==> src/rtl/recv_word_buffer.sv <==
// rtl/recv_word_buffer.sv - byte-to-word assembler feeding a show-ahead receive FIFO (optional RECV_BYTESWAP_EN)
module recv_word_buffer #(
  parameter int DEPTH   = 16,
  parameter int TIMEOUT = 65535
) (
  input  logic                       clk,
  input  logic                       reset,
  input  logic [7:0]                 rx_byte,
  input  logic                       rx_byte_valid,
  input  logic                       recv_pop,
  output logic [31:0]                recv_data,
  output logic                       recv_valid,
  output logic [$clog2(DEPTH):0]     recv_count,
  output logic                       overflow,
  input  logic                       overflow_clr
);

  localparam int PW = $clog2(DEPTH);
  localparam int CW = PW + 1;
  localparam int IW = (TIMEOUT > 0) ? $clog2(TIMEOUT + 1) : 1;

  typedef enum logic [1:0] {B0 = 2'd0, B1 = 2'd1, B2 = 2'd2, B3 = 2'd3} state_t;

  state_t          state_q, state_d;
  logic [31:0]     asm_q, asm_d;
  logic [IW-1:0]   idle_q, idle_d;
  logic [PW-1:0]   head_q, head_d;
  logic [PW-1:0]   tail_q, tail_d;
  logic [CW-1:0]   count_q, count_d;
  logic            overflow_q, overflow_d;
  logic [31:0]     mem_q [DEPTH];

  logic [1:0]      lane;
  logic [31:0]     word;
  logic            complete;
  logic            full;
  logic            pop;
  logic            push;
  logic            ovf_set;

  // Byte lane for the byte accepted in the current assembler state
  always_comb begin
`ifdef RECV_BYTESWAP_EN
    lane = state_q;
`else
    lane = 2'd3 - state_q;
`endif
  end

  // Assembler FSM: merge incoming byte, advance state, run the idle timeout
  always_comb begin
    state_d  = state_q;
    asm_d    = asm_q;
    idle_d   = idle_q;
    complete = 1'b0;
    word     = asm_q;
    word[{lane, 3'b000} +: 8] = rx_byte;
    if (rx_byte_valid) begin
      idle_d = '0;
      case (state_q)
        B0: begin state_d = B1; asm_d = word; end
        B1: begin state_d = B2; asm_d = word; end
        B2: begin state_d = B3; asm_d = word; end
        default: begin
          state_d  = B0;
          asm_d    = '0;
          complete = 1'b1;
        end
      endcase
    end else if (state_q != B0 && TIMEOUT != 0) begin
      // The edge that completes TIMEOUT idle cycles drops the partial word
      if (int'(idle_q) + 1 >= TIMEOUT) begin
        state_d = B0;
        asm_d   = '0;
        idle_d  = '0;
      end else begin
        idle_d = idle_q + 1'b1;
      end
    end
  end

  // FIFO control: push/pop decisions, pointer and count updates, sticky overflow
  always_comb begin
    full    = (count_q == CW'(DEPTH));
    pop     = recv_pop && (count_q != '0);
    push    = complete && (!full || pop);
    ovf_set = complete && full && !pop;
    head_d  = pop  ? head_q + 1'b1 : head_q;
    tail_d  = push ? tail_q + 1'b1 : tail_q;
    count_d = count_q;
    if (push && !pop) begin
      count_d = count_q + 1'b1;
    end else if (pop && !push) begin
      count_d = count_q - 1'b1;
    end
    overflow_d = overflow_q;
    if (ovf_set) begin
      overflow_d = 1'b1;
    end else if (overflow_clr) begin
      overflow_d = 1'b0;
    end
  end

  // Control state registers; reset overrides every other input
  always_ff @(posedge clk) begin
    if (reset) begin
      state_q    <= B0;
      asm_q      <= '0;
      idle_q     <= '0;
      head_q     <= '0;
      tail_q     <= '0;
      count_q    <= '0;
      overflow_q <= 1'b0;
    end else begin
      state_q    <= state_d;
      asm_q      <= asm_d;
      idle_q     <= idle_d;
      head_q     <= head_d;
      tail_q     <= tail_d;
      count_q    <= count_d;
      overflow_q <= overflow_d;
    end
  end

  // Word storage is not reset; a write is suppressed on a reset edge
  always_ff @(posedge clk) begin
    if (!reset && push) begin
      mem_q[tail_q] <= word;
    end
  end

  // Show-ahead outputs straight from storage and state
  always_comb begin
    recv_data  = mem_q[head_q];
    recv_valid = (count_q != '0);
    recv_count = count_q;
    overflow   = overflow_q;
  end

endmodule

==> config.mk <==
export PLATFORM = sky130hd
export DESIGN_NAME = recv_word_buffer
export DESIGN_NICKNAME = d
export VERILOG_FILES = /design/src/rtl/recv_word_buffer.sv
export SDC_FILE = /design/constraint.sdc
export NUM_CORES = 1
export LEC_CHECK = 0
export ABC_CLOCK_PERIOD_IN_PS = 3900
export CAP_MARGIN = 40
export CORE_AREA = 3 3 281 283
export CTS_BUF_LIST = sky130_fd_sc_hd__clkbuf_8
export CTS_CLUSTER_DIAMETER = 30
export DETAILED_ROUTE_END_ITERATION = 6
export DIE_AREA = 0 0 284 286
export MAX_ROUTING_LAYER = met4
export SYNTH_ARGS = -nofsm -noshare
export SYNTH_HDL_FRONTEND = slang
export SYNTH_SLANG_ARGS = --single-unit
export TNS_END_PERCENT = 10
==> constraint.sdc <==
create_clock -name clk -period 3.9 [get_ports clk]
set_clock_uncertainty 0.05 [all_clocks]
set_input_delay 0.39 -clock clk [delete_from_list [all_inputs] [get_ports clk]]
set_output_delay 0.39 -clock clk [all_outputs]
set_load 0.02 [all_outputs]
==> results of run 1 <==
-- synthesized netlist by cell type, drive strengths merged (3+ instances only) --
master  count  area, um2
nor4        8       56.3
mux4      160       3600
nor3        6       30.0
o21bai      9       67.6
xor2        7       61.3
or4         3       22.5
inv        47        176
nand4       5       31.3
a21oi      19       95.1
clkbuf     48        180
a31oi       8       50.1
or3         8       50.1
o31ai      20        150
and3        3       18.8
a32o        8       80.1
edfxtp    512      15400
o21a        3       22.5
ha         17        213
nand3      19        100
or2         3       18.8
nand2      69        259
and2        5       31.3
a32oi      17        149
xnor2       5       43.8
nor2       43        161
dfxtp      68       1360
o21ai      48        252
buf        19        104
-- cells by family after synthesis --
kind of cell | share of synthesized area
muxes | 0.157
and+or+nand+nor | 0.0373
xor gates and xnor gates | 0.00457
AOI/OAI and AO/OA | 0.0431
DFF | 0.728
adders and majority gates | 0.0101
buffers and inverters | 0.0200
-- metal layers --
metal and GRT usage:
met2 0.223, met5 -, met1 0.177, met4 0.0477, met3 0.0284
-- metrics by stage --
step	hold WS [ns]	instance area, um2	utilization
after floorplan	0.362	23000	-
after global placement	0.368	25400	0.330
after detailed placement	0.374	25400	0.330
after CTS	0.201	27800	0.361
after global routing	0.270	27800	0.361
==> results.md, run 1 <==
- Status: did not finish
- CTS H-tree lvls: 3
- Exit stage: detailed routing (5_2_route)
- Number of global-route vias before repair: 13001
- Antenna violations before repair: 4
- Synthesized instance count: 1212
- Ys flop type: edfxtp_1
- Setup bufs post-CTS: 0
- Log Error: [ERROR DRT-0255] Maze Route cannot find path of net clk in worker of routeBox ( 241500 0 ) ( 284000 48300 ).
- Post-Syn Nets: 1243
- Placed Cells: 2312
- Io pins: 52
- Dpl ws: 0.508 ns
- Sequential area share after synthesis: 0.728
- Cell variety after synth: 54
- Cts repair resizes: 0
- Buffers added on ports: 51
- Longest Clk Path Bufs: 3
- EDFF count, synth: 512
- Hold buffers post-CTS: 0
- Chip Width: 284 um
- Detailed placer's ending HPWL: 29600 um
- Initial Utilization: 0.299
- GPL Wtd Cong: 0.778
- Ys async rst share: 0
- First-pass GRT wire length: 82200 um
- Clk sinks: 580
- CTS buffer count: 114
- Chip height: 286 um
- CTS root buf: clkbuf_8
- Seq cells post-synth: 580
- GRT Resource Usage Total: 0.139
- Largest net degree at the start of global routing: 57
- # rows: 102
- Synth Warn #: 0
- Remaining Overflow, GRT: 0
- Cell Area, Synth: 0.0230 mm2
- Avg Cell Area, Syn: 19.0 um2
==> inputs of run 2 (changes only) <==
--- a/config.mk
+++ b/config.mk
@@ -7,12 +7,10 @@
 export LEC_CHECK = 0
 export ABC_CLOCK_PERIOD_IN_PS = 3900
 export CAP_MARGIN = 40
-export CORE_AREA = 3 3 281 283
-export CTS_BUF_LIST = sky130_fd_sc_hd__clkbuf_8
-export CTS_CLUSTER_DIAMETER = 30
+export CORE_AREA = 3 3 344 346
 export DETAILED_ROUTE_END_ITERATION = 6
-export DIE_AREA = 0 0 284 286
-export MAX_ROUTING_LAYER = met4
+export DIE_AREA = 0 0 347 349
+export PLACE_DENSITY_LB_ADDON = 0.15
 export SYNTH_ARGS = -nofsm -noshare
 export SYNTH_HDL_FRONTEND = slang
 export SYNTH_SLANG_ARGS = --single-unit
==> results.md, run 2 <==
- Clock network power share: 0.376
- WL/cell: 22.4 um
- Share of cells above drive strength 1: 0.255
- Cell variety after synth: 54
- Area growth from synthesis to layout: 23.7%
- Number of global-route vias before repair: 12844
- Post-Syn Nets: 1243
- Max cap viols: 0
- Largest cells by area after synthesis: edfxtp_1 (67%), mux4_2 (16%), dfxtp_1 (5.9%), nand2_1 (1.1%), ha_1 (0.93%)
- Via count: 12002
- Critical Path Fanout Max: 20
- Vias per Instance: 4.10
- Fmax: 273 MHz
- Setup bufs post-CTS: 0
- Longest Clk Path Bufs: 3
- Synth Warn #: 0
- Post-synth top area cell: edfxtp_1
- Slew headroom: 0.482
- Final ANT Viol Nets: 0
- R2R setup slack: 0.47 ns
- Most frequent cell after synthesis: edfxtp_1
- CTS H-tree lvls: 3
- Die footprint: 0.121 mm2
- RSZ-0062 raised after global routing: false
- Post-layout net count: 1379
- Chip height: 349 um
- Psw: 4.30 mW
- Clk sinks: 580
- DRT Pass-1 Iters: 4
- Io pins: 52
- GRT Resource Usage Total: 0.108
- Largest register FFs: 512
- DRT iter0 DRCs: 814
- CTS tree: done
- Setup TNS: 0 ns
- Clock latency on the worst-skew pair: 0.62 ns
- GPL Wtd Cong: 0.705
- Ys async rst share: 0
- Reg2Reg Launch Point: recv_count[0]$_SDFFE_PP0P_
- Hold path endpoint: overflow$_SDFFE_PP0P_
- Hold buffers post-CTS: 0
- Critical setup path kind: flip-flop to primary output
- Met1 wire length: 31900 um
- Int Pwr: 12.0 mW
- Max Slew Vio Count: 0
- CP startpoint kind: flip-flop
- Avg Cell Area, Syn: 19.0 um2
- Critical Path AT: 3.23 ns
- Chip Width: 347 um
- CP Capture Type: primary output
- Fin area: 0.0284 mm2
- Final-report setup violation count: 0
- EDFF count, synth: 512
- CTS clock-pin slew for the worst setup and hold paths: 0.06 ns
- Max rail drop VDD: 0.275 mV
- Placeable core region: 0.116 mm2
- Placed cell areas: 0.0263 mm2
- Hold Crit Start: overflow_clr
- Worst R2R Path Depth: 13
- CTS root buf: clkbuf_16
- Initial Utilization: 0.199
- Antenna violations before repair: 0
- Cell Area, Synth: 0.0230 mm2
- First-pass GRT wire length: 93900 um
- Final min period: 3.67 ns
- Total wire length: 65500 um
- Buffers added on ports: 51
- Largest net degree at the start of global routing: 83
- Top Metal Used: met4
- Cells on Worst Hold Path: 4
- Commonest non-fill, non-tap cells in the layout: edfxtp_1 (512), mux4_2 (160), clkbuf_16 (73)
- Most flops, register: mem_q
- Met3 wire length: 2340 um
- CTS buffer count: 70
- Sequential share of power: 0.437
- Hold Vio Cnt, Final: 0
- RR Endpoint: recv_count[4]$_SDFFE_PP0P_
- Ys flop type: edfxtp_1
- DRC errors left: 0
- Leakage: 8.65 nW
- Met2 Wirelength: 30100 um
- Status: finished clean
- Fin crit share: 0.940
- Synthesized instance count: 1212
- Cts repair resizes: 0
- CP Data Required Time: 3.46 ns
- Comb power frac: 0.187
- Antenna Cells: 0
- Sequential area share after synthesis: 0.728
- Worst min path class: input port to flip-flop
- Remaining Overflow, GRT: 0
- Largest regs: mem_q x512, asm_q x32, idle_q x16
- Seq cells post-synth: 580
- Synth cell count leaders: edfxtp_1 (512), mux4_2 (160), nand2_1 (69)
- Commonest non-fill, non-tap cell in the layout: edfxtp_1
- Measured slew at the worst slew-check pin: 0.773 ns
- Power Dens Cells: 575 mW/mm2
- # rows: 125
- Share of the synthesized area in the top cell type: 0.669
- Sw frac: 0.263
- Detailed placer's ending HPWL: 34700 um
[run 2: cell counts after synthesis]
Identical to the previous run, type by type.
[run 2: worst max path at each step]
| stage | cells after the start | slack (ns) | from | to |
|---|---|---|---|---|
| after detailed placement | 13 | 0.50 | recv_count[0]$_SDFFE_PP0P_ | recv_count[4]$_SDFFE_PP0P_ |
| after global routing | 5 | 0.07 | flip-flop | recv_data[28] |
| final | 5 | 0.23 | flip-flop | recv_data[28] |
| after CTS | 5 | 0.1 | flip-flop | recv_data[28] |
| after floorplan | 14 | 0.56 | recv_count[0]$_SDFFE_PP0P_ | recv_count[4]$_SDFFE_PP0P_ |
| after global placement | 13 | 0.51 | recv_count[0]$_SDFFE_PP0P_ | recv_count[4]$_SDFFE_PP0P_ |
[run 2: layout make-up]
cell class | count | area, um2
flip-flops and latches | 580 | 16700
well taps | 1524 | 1910
fillers | 11802 | 87300
repair buffers | 131 | 1520
clock inverters | 23 | 198
inverters | 47 | 176
clock buffers | 102 | 1960
multi-input cells | 518 | 5920
[run 2: logic make-up (layout without fill, tap and decap cells)]
| group | Yosys count | count (layout) | synth area share |
|---|---|---|---|
| mux | 160 | 160 | 0.157 |
| xor+xnor | 12 | 12 | 0.00457 |
| simple gates | 182 | 182 | 0.0373 |
| fa+ha+maj | 18 | 18 | 0.0101 |
| compound gates | 146 | 146 | 0.0431 |
| buf+inv | 114 | 303 | 0.0200 |
| flops | 580 | 580 | 0.728 |
[run 2: power groups by stage]
| stage | sequential (mW) | combinational, mW | clock (mW) |
|---|---|---|---|
| detailed placement | 7.28 | 3.14 | 0 |
| floorplan | 7.26 | 1.92 | 0 |
| finish | 7.15 | 3.05 | 6.14 |
| global placement | 7.28 | 3.11 | 0 |
| CTS | 7.15 | 3.15 | 6.38 |
| global route | 7.16 | 3.33 | 6.63 |
[run 2: worst max-delay path: stages, from the launching register on]
cell and delay (ns):
dfxtp_4 0.50, buf_12 0.28, buf_12 0.22, mux4_2 0.52, mux4_2 0.53, clkdlybuf4s50_1 0.56
[run 2: metal layers]
metal,GRT usage,up-vias
met4,0.0256,0
met1,0.153,6460
met5,0,-
li1,-,5217
met3,0.0206,77
met2,0.170,248
[run 2: through the flow]
step                cells  hold WS [ns]  power [mW]   util  setup slack (ns)
finish               2925         0.347        16.3  0.246             0.234
CTS                  2925         0.298        16.7  0.246            0.0971
detailed placement   2800         0.372        10.4  0.227             0.500
global route         2925         0.357        17.1  0.246            0.0689
floorplan            1212         0.362        9.18      -             0.564
global placement     2789         0.369        10.4  0.226             0.506
Note: power is estimated with default switching activity, not from simulation.
